[config.mk]
export PLATFORM = sky130hd
export DESIGN_NAME = mask_share_gen
export DESIGN_NICKNAME = d
export VERILOG_FILES = /design/src/rtl/mask_share_gen.sv
export SDC_FILE = /design/constraint.sdc
export NUM_CORES = 1
export LEC_CHECK = 0
export CAP_MARGIN = 20
export CORE_MARGIN = 3
export CORE_UTILIZATION = 45
export CTS_CLUSTER_DIAMETER = 200
export DETAILED_ROUTE_END_ITERATION = 8
export PLACE_DENSITY = 0.68
export SYNTH_ARGS = -nofsm -noshare
export SYNTH_HDL_FRONTEND = slang
export SYNTH_SLANG_ARGS = --single-unit
[constraint.sdc]
create_clock -name clk -period 3.95 [get_ports clk]
set_input_delay 0.79 -clock clk [delete_from_list [all_inputs] [get_ports clk]]
set_output_delay 0.79 -clock clk [all_outputs]
set_load 0.01 [all_outputs]
[src/rtl/mask_share_gen.sv]
// Generates 2-share masked encodings of x/y plus fresh randomness for a masked
// multiplier, drawing mask triples from an LFSR-fed FIFO of precomputed entries.
module mask_share_gen #(
  parameter logic [15:0] SEED  = 16'hACE1,
  parameter int          DEPTH = 8
) (
  input  logic                       clk,
  input  logic                       rst_n,
  input  logic                       in_valid,
  output logic                       in_ready,
  input  logic                       x_in,
  input  logic                       y_in,
  output logic                       out_valid,
  input  logic                       out_ready,
  output logic [1:0]                 x_sh,
  output logic [1:0]                 y_sh,
  output logic                       r1,
  input  logic                       seed_load,
  input  logic [15:0]                seed_val,
  output logic [$clog2(DEPTH):0]     fill_level
);

  localparam int AW = $clog2(DEPTH);
  localparam int CW = AW + 1;

  typedef enum logic {FILL, RUN} state_e;

  state_e          state_q, state_d;
  logic [15:0]     lfsr_q, lfsr_d;
  logic [2:0]      mem_q [DEPTH];
  logic [AW-1:0]   wr_ptr_q, rd_ptr_q;
  logic [CW-1:0]   count_q, count_d;
  logic            out_valid_q;
  logic [1:0]      x_sh_q, y_sh_q;
  logic            r1_q;
  logic            push, pop;
  logic [2:0]      head;

  assign pop  = in_valid & in_ready;
  assign push = !seed_load && ((count_q != CW'(DEPTH)) || pop);
  assign head = mem_q[rd_ptr_q];

  // A reseed value of zero would lock the LFSR, so fall back to SEED.
  always_comb begin
    lfsr_d = {lfsr_q[14:0], lfsr_q[15] ^ lfsr_q[13] ^ lfsr_q[12] ^ lfsr_q[10]};
    if (seed_load) lfsr_d = (seed_val == 16'h0) ? SEED : seed_val;
  end

  always_comb begin
    count_d = count_q + CW'(push) - CW'(pop);
    if (seed_load) count_d = '0;
  end

  // FSM: state register
  // NOTE: sequential state uses non-blocking assignments so every register
  // samples the pre-edge values regardless of process ordering.
  always_ff @(posedge clk or negedge rst_n) begin
    if (!rst_n) state_q <= FILL;
    else        state_q <= state_d;
  end

  // FSM: next state
  always_comb begin
    state_d = state_q;
    unique case (state_q)
      FILL: if (!seed_load && count_d == CW'(DEPTH)) state_d = RUN;
      RUN:  if (seed_load) state_d = FILL;
      default: state_d = FILL;
    endcase
  end

  // FSM: outputs; reseed wins over any accept in the same cycle
  always_comb begin
    in_ready = (state_q == RUN) && (count_q != '0) &&
               (!out_valid_q || out_ready) && !seed_load;
  end

  always_ff @(posedge clk or negedge rst_n) begin
    if (!rst_n) begin
      lfsr_q   <= SEED;
      count_q  <= '0;
      wr_ptr_q <= '0;
      rd_ptr_q <= '0;
    end else begin
      lfsr_q  <= lfsr_d;
      count_q <= count_d;
      if (seed_load) begin
        wr_ptr_q <= '0;
        rd_ptr_q <= '0;
      end else begin
        if (push) wr_ptr_q <= wr_ptr_q + 1'b1;
        if (pop)  rd_ptr_q <= rd_ptr_q + 1'b1;
      end
    end
  end

  // NOTE: the storage array has no reset; occupancy is tracked by count_q,
  // so stale contents are never read and the array maps to plain RAM/flops.
  always_ff @(posedge clk) begin
    if (push) mem_q[wr_ptr_q] <= lfsr_q[2:0];
  end

  always_ff @(posedge clk or negedge rst_n) begin
    if (!rst_n) begin
      out_valid_q <= 1'b0;
      x_sh_q      <= '0;
      y_sh_q      <= '0;
      r1_q        <= 1'b0;
    end else if (seed_load) begin
      out_valid_q <= 1'b0;
    end else if (pop) begin
      out_valid_q <= 1'b1;
      x_sh_q      <= {x_in ^ head[0], head[0]};
      y_sh_q      <= {y_in ^ head[1], head[1]};
      r1_q        <= head[2];
    end else if (out_ready) begin
      out_valid_q <= 1'b0;
    end
  end

  assign out_valid  = out_valid_q;
  assign x_sh       = x_sh_q;
  assign y_sh       = y_sh_q;
  assign r1         = r1_q;
  assign fill_level = count_q;

endmodule

==> flow_metrics.py, run 1 <==
metrics = {
    "placed_design": {
        "dp_hpwl_um": 3460,
        "pre_cts_slack_ps": 699,
        "io_buffer_count": 33,
        "dpl_cell_area_um2": 2890,
        "gp_congestion": 0.825,
        "placedCellCount": 278,
    },
    "routing": {
        "drtPass1Iterations": 4,
        "vias_per_cell": 5.25,
        "wl_per_cell_um": 16.0,
        "drtIter0Drc": 95,
        "antenna_left": 0,
        "num_vias": 1544,
        "wirelength_um": 4710,
        "drc": 0,
    },
    "finish": {
        "n_antenna_cell": 0,
        "instances_no_fill": 294,
        "utilization_pct": 58.4,
        "layout-drive-gt1-share_pct": 16.1,
        "synthToLayoutAreaGrowth_pct": 22.7,
        "nNetsFinal": 250,
        "mostFrequentLayoutCells": "clkdlybuf4s50_1, dfrtp_1, edfxtp_1",
        "fin_area_um2": 3060,
        "final_common_cell": "clkdlybuf4s50_1",
    },
    "setup_path": {
        "cp-end-kind": "flip-flop",
        "cp.arrival_ps": 3250,
        "cp.required_ps": 4190,
        "path_class": "in -> reg",
        "cp_max_fo": 6,
        "worst_setup_path_start_kind": "input pin",
    },
    "sta": {
        "layout_min_cycle_time_ps": 3000,
        "clock_skew_ps": 8.55,
        "slew_viol_final": 0,
        "worst_slack_ps": 945,
        "rsz0062_at_grt": "no",
        "post-route-period-util_pct": 76.1,
        "max_slew.worst_pin.slew_ps": 658,
        "max_freq_mhz": 333,
        "finalSetupViolations": 0,
        "relSlewSlack_pct": 55.7,
        "setup_tns_ps": 0,
        "final_hold_viol_count": 0,
    },
    "global_routing": {
        "grt_pass1_wl_um": 7960,
        "grt_overflow": 0,
        "grt_pass1_vias": 1630,
        "grt_max_degree": 34,
        "track_usage_pct": 16.6,
        "antenna_found_initial": 0,
    },
    "synthesis": {
        "yosys_warnings": 0,
        "syn_inst": 179,
        "synth_compound_area_share_pct": 8.99,
        "ys_seq_area_share_pct": 62.4,
        "syn_avg_cell_area_um2": 13.9,
        "synth_simple_gate_area_share_pct": 9.79,
        "yosysUniqueCellTypes": 35,
        "synth_top_area_share_pct": 28.9,
        "yosys.area_share.adder_pct": 4.32,
        "synth_top_area_cell": "edfxtp_1",
        "yosys-top-cells-area": "edfxtp_1, dfrtp_1, dfstp_2, mux4_2, ha_1",
        "synth-xor-area-share_pct": 2.81,
        "ys_ff_latch": 57,
        "synth_top_family_by_area": "simple AND/OR/NAND/NOR gates",
        "synthMuxAreaShare_pct": 8.43,
        "syn_area_um2": 2490,
    },
    "clock_tree": {
        "clock_latency_ps": 320,
        "cts_htree_levels": 3,
        "cts.repair.resized": 0,
        "cts.clk_slew.worst_paths_ps": 60,
        "cts_setup_buffers": 0,
        "cts_tree": "done",
        "ctsHoldBuffers": 0,
        "numClockSinks": 57,
        "clock_path_buffers": 2,
        "cts_buffers": 9,
        "clock-root-buffer": "clkbuf_8",
    },
    "power_and_ir_drop": {
        "p_leak_nw": 1.18,
        "ir_drop_mv": 0.242,
        "p_comb_share_pct": 25.2,
        "clkPwrFrac_pct": 26.5,
        "power.share.switching_pct": 29.2,
        "seqPwrFrac_pct": 48.2,
        "p_per_area_nw_per_um2": 554,
        "p_int_w": 0.00120,
        "switching_power_w": 0.000494,
    },
    "run_status": {
        "status": "finished, final reports clean",
    },
    "floorplanning": {
        "fp.dieH_um": 80.4,
        "pin_count": 34,
        "num_rows": 26,
        "coreArea_um2": 5240,
        "die_area_um2": 6470,
        "start_util_pct": 47.6,
        "die_w_um": 80.4,
    },
    "min_path": {
        "hold_class": "reg -> reg",
    },
    "flow_run": {
        "maxCapViolCount": 0,
    },
}
-- power by group through the flow --
stage / registers [W] / clock network, W / logic, W
6_report: 0.000817 / 0.000449 / 0.000427
3_5_place_dp: 0.000828 / 0 / 0.000431
5_1_grt: 0.000830 / 0.000488 / 0.000480
4_1_cts: 0.000818 / 0.000463 / 0.000433
3_3_place_gp: 0.000820 / 0 / 0.000414
2_1_floorplan: 0.000818 / 0 / 0.000253
-- metal layers --
layer / global-route usage (%) / wire length [µm]
met2: 27.6 / 2430
met4: 6.08 / 40
met3: 5.16 / 177
met5: 0 / 0
met1: 20.4 / 2070
-- final timing paths --
check / from / endpoint / slack [ps] / cells after the start
hold reg to reg: r1 / r1 / 480 / 2
setup / recovery: out_ready / state_q / 950 / 9
setup reg to reg: fill_level[2] / state_q / 1100 / 10
max in group asynchronous: rst_n / lfsr_q[13] / 2740 / 2
min in group asynchronous: rst_n / x_sh[0] / 870 / 2
hold / removal: r1 / r1 / 480 / 2
-- cell families after synthesis --
| kind of cell | count (synthesis) |
|---|---|
| xor+xnor | 8 |
| compound gates | 31 |
| fa+ha+maj | 8 |
| other cells | 1 |
| buf+inv | 18 |
| simple gates | 43 |
| mux | 13 |
| flops | 57 |
-- sequential cells by signal, summed over array words and instances, names as in the netlist, 2 cells and up --
signal and count:
wr_ptr_q 3, y_sh 2, lfsr_q 16, fill_level 4, mem_q 24, rd_ptr_q 3, x_sh 2
-- stage by stage --
step | hold WS [ps] | total power [W]
final | 482 | 0.00169
after global routing | 481 | 0.00180
after CTS | 479 | 0.00171
after detailed placement | 462 | 0.00126
after global placement | 438 | 0.00123
after floorplan | 431 | 0.00107
-- final cells by class --
class	count	area [µm²]
inverter	11	41.3
tap	70	87.6
multi-input combinational	105	863
timing repair buffer	35	345
clock inverter	4	18.8
clock buffer	12	145
sequential	57	1560
fill	405	2180
-- Yosys cell counts --
master,count
mux2_2,4
a21oi_1,5
mux4_2,6
o41ai_2,1
conb_1,1
and3b_1,2
inv_1,10
clkbuf_1,5
o41a_1,1
nor4_1,6
or3_1,2
nor3b_1,5
buf_6,1
nor2_1,5
a41o_1,1
o2bb2ai_1,4
edfxtp_1,24
mux2i_1,3
nand3_1,2
a21o_1,2
nor2b_1,3
ha_1,7
nand2_1,11
nor3_1,5
dfrtp_1,25
o21ai_0,10
clkinv_1,1
xnor2_1,4
buf_2,1
fa_1,1
o22a_1,7
dfstp_2,8
xor2_1,4
or4_4,1
nand2b_4,1
-- worst max-delay path, stage by stage --
cell and delay [ps]:
clkdlybuf4s50_1 460, nor2b_1 100, nor4_1 610, nor3_1 150, ha_1 260, fa_1 470, nor3_1 210, nand2_1 70
o21ai_0 130
Note: power is estimated with default switching activity, not from simulation.
==> run 2: changes to the inputs <==
--- a/config.mk
+++ b/config.mk
@@ -10,7 +10,7 @@
 export CORE_UTILIZATION = 45
 export CTS_CLUSTER_DIAMETER = 200
 export DETAILED_ROUTE_END_ITERATION = 8
-export PLACE_DENSITY = 0.68
+export PLACE_DENSITY = 0.7
 export SYNTH_ARGS = -nofsm -noshare
 export SYNTH_HDL_FRONTEND = slang
 export SYNTH_SLANG_ARGS = --single-unit
==> constraint.sdc (replaced) <==
create_clock -name clk -period 2.5 [get_ports clk]
set_input_delay 0.5 -clock clk [delete_from_list [all_inputs] [get_ports clk]]
set_output_delay 0.5 -clock clk [all_outputs]
set_load 0.01 [all_outputs]
==> run 2 against run 1 <==
Effect of this change: sequential cell count is the same; first-iteration DRC count down 35%; hold slack worse by 5.4 ps; core utilization rose by 2.5 points; clock power increased by 65%.
==> flow_metrics.py, run 2 (synthesis results as in run 1) <==
metrics = {
    "sta": {
        "whs_ps": 476,
        "final_hold_viol_count": 0,
        "clock_skew_ps": 5.95,
        "finalSetupViolations": 0,
        "layout_min_cycle_time_ps": 2300,
        "rsz0062_at_grt": "no",
        "max_freq_mhz": 434,
        "slew_viol_final": 0,
        "post-route-period-util_pct": 92.1,
    },
    "finish": {
        "fill_cells": 425,
        "mostFrequentLayoutCells": "clkdlybuf4s50_1, dfrtp_1, edfxtp_1",
        "n_antenna_cell": 0,
        "instances_no_fill": 309,
        "layout-drive-gt1-share_pct": 22.2,
        "nNetsFinal": 265,
        "synthToLayoutAreaGrowth_pct": 27.9,
        "final_common_cell": "clkdlybuf4s50_1",
        "top_register": "mem_q",
        "largest_reg_flops": 24,
        "fin_area_um2": 3190,
    },
    "setup_path": {
        "reg2reg_depth": 10,
        "r2r-start": "fill_level[2]",
        "cp.arrival_ps": 2550,
        "cp-end-kind": "flip-flop",
        "worst_setup_path_start_kind": "input pin",
        "path_class": "in -> reg",
        "r2r_end": "state_q",
        "cp.required_ps": 2750,
        "r2r_slack_ps": 230,
        "cp_max_fo": 2,
    },
    "run_status": {
        "status": "finished, final reports clean",
    },
    "floorplanning": {
        "pin_count": 34,
        "coreArea_um2": 5240,
        "fp.dieH_um": 80.4,
        "die_area_um2": 6470,
        "start_util_pct": 47.6,
        "die_w_um": 80.4,
        "num_rows": 26,
    },
    "placed_design": {
        "placedCellCount": 293,
        "io_buffer_count": 33,
        "dp_hpwl_um": 3390,
        "gp_congestion": 0.748,
        "dpl_cell_area_um2": 3010,
    },
    "routing": {
        "antenna_left": 0,
        "vias_per_cell": 5.12,
        "wl_per_cell_um": 14.8,
        "drc": 0,
        "drtIter0Drc": 62,
        "num_vias": 1581,
        "wirelength_um": 4590,
        "drtPass1Iterations": 4,
    },
    "power_and_ir_drop": {
        "p_per_area_nw_per_um2": 869,
        "p_leak_nw": 1.28,
        "ir_drop_mv": 0.391,
        "power_w": 0.00277,
    },
    "clock_tree": {
        "cts_htree_levels": 3,
        "cts_buffers": 9,
        "ctsHoldBuffers": 0,
        "cts_tree": "done",
        "clock_latency_ps": 330,
        "clock_path_buffers": 2,
        "clock-root-buffer": "clkbuf_8",
        "numClockSinks": 57,
        "cts_setup_buffers": 0,
        "cts.clk_slew.worst_paths_ps": 60,
        "cts.repair.resized": 0,
    },
    "min_path": {
        "min_to": "x_sh[0]",
        "min_from": "x_sh[0]",
        "hold_class": "reg -> reg",
        "holdPathStages": 2,
    },
    "global_routing": {
        "grt_max_degree": 34,
        "track_usage_pct": 16.3,
        "grt_overflow": 0,
        "antenna_found_initial": 0,
        "grt_pass1_wl_um": 7730,
        "grt_pass1_vias": 1634,
    },
    "flow_run": {
        "maxCapViolCount": 0,
    },
}
==> run 2: worst max path at each step <==
stage	startpoint	to	slack [ps]	cells past startpoint
2_1_floorplan	fill_level[2]	state_q	100	10
3_3_place_gp	seed_load	state_q	-130	9
3_5_place_dp	seed_load	state_q	-140	9
4_1_cts	fill_level[2]	in_ready	10	6
5_1_grt	fill_level[2]	state_q	40	10
6_report	seed_load	state_q	200	9
==> run 2: metrics by stage <==
| step | setup TNS, ps | setup slack [ps] | util, % |
|---|---|---|---|
| 2_1_floorplan | 0 | 96.0 | - |
| 3_3_place_gp | -405 | -127 | 57.4 |
| 3_5_place_dp | -537 | -136 | 57.4 |
| 4_1_cts | 0 | 14.2 | 60.7 |
| 5_1_grt | 0 | 35.9 | 60.9 |
| 6_report | 0 | 197 | 60.9 |
==> run 2: area by class of cell <==
| type | instances | area, µm² | share of cell area [%] |
|---|---|---|---|
| clock buffer | 13 | 159 | 4.98 |
| tap | 70 | 87.6 | 2.75 |
| inverter | 11 | 41.3 | 1.30 |
| multi-input combinational | 105 | 868 | 27.2 |
| sequential | 57 | 1560 | 48.8 |
| timing repair buffer | 50 | 460 | 14.4 |
| clock inverter | 3 | 15.0 | 0.471 |
==> run 2: where the power goes <==
group          internal, W  total (W)  switching [W]
clock network     0.000409   0.000743       0.000334
registers          0.00116    0.00129       0.000130
logic             0.000413   0.000737       0.000324
==> run 2: per-layer routing <==
metal	GRT usage, %	part of all wire [%]
met3	6.84	5.7
met2	26.1	48
met4	5.91	1.3
met5	0	0
met1	19.6	45
==> run 2: worst max-delay path, cell delays in order <==
cell and delay (ps):
clkdlybuf4s50_1 440, nand2b_4 150, nor4_1 300, nor3_1 90, ha_1 220, fa_1 450, nor3_1 200, nand2_1 60
o21ai_0 140
==> run 3: changes to the inputs <==
--- a/config.mk
+++ b/config.mk
@@ -5,7 +5,7 @@
 export SDC_FILE = /design/constraint.sdc
 export NUM_CORES = 1
 export LEC_CHECK = 0
-export CAP_MARGIN = 20
+export CAP_MARGIN = 10
 export CORE_MARGIN = 3
 export CORE_UTILIZATION = 45
 export CTS_CLUSTER_DIAMETER = 200
==> results of run 3 <==
No change in the layout: final DEF, timing and power equal those of run 2.
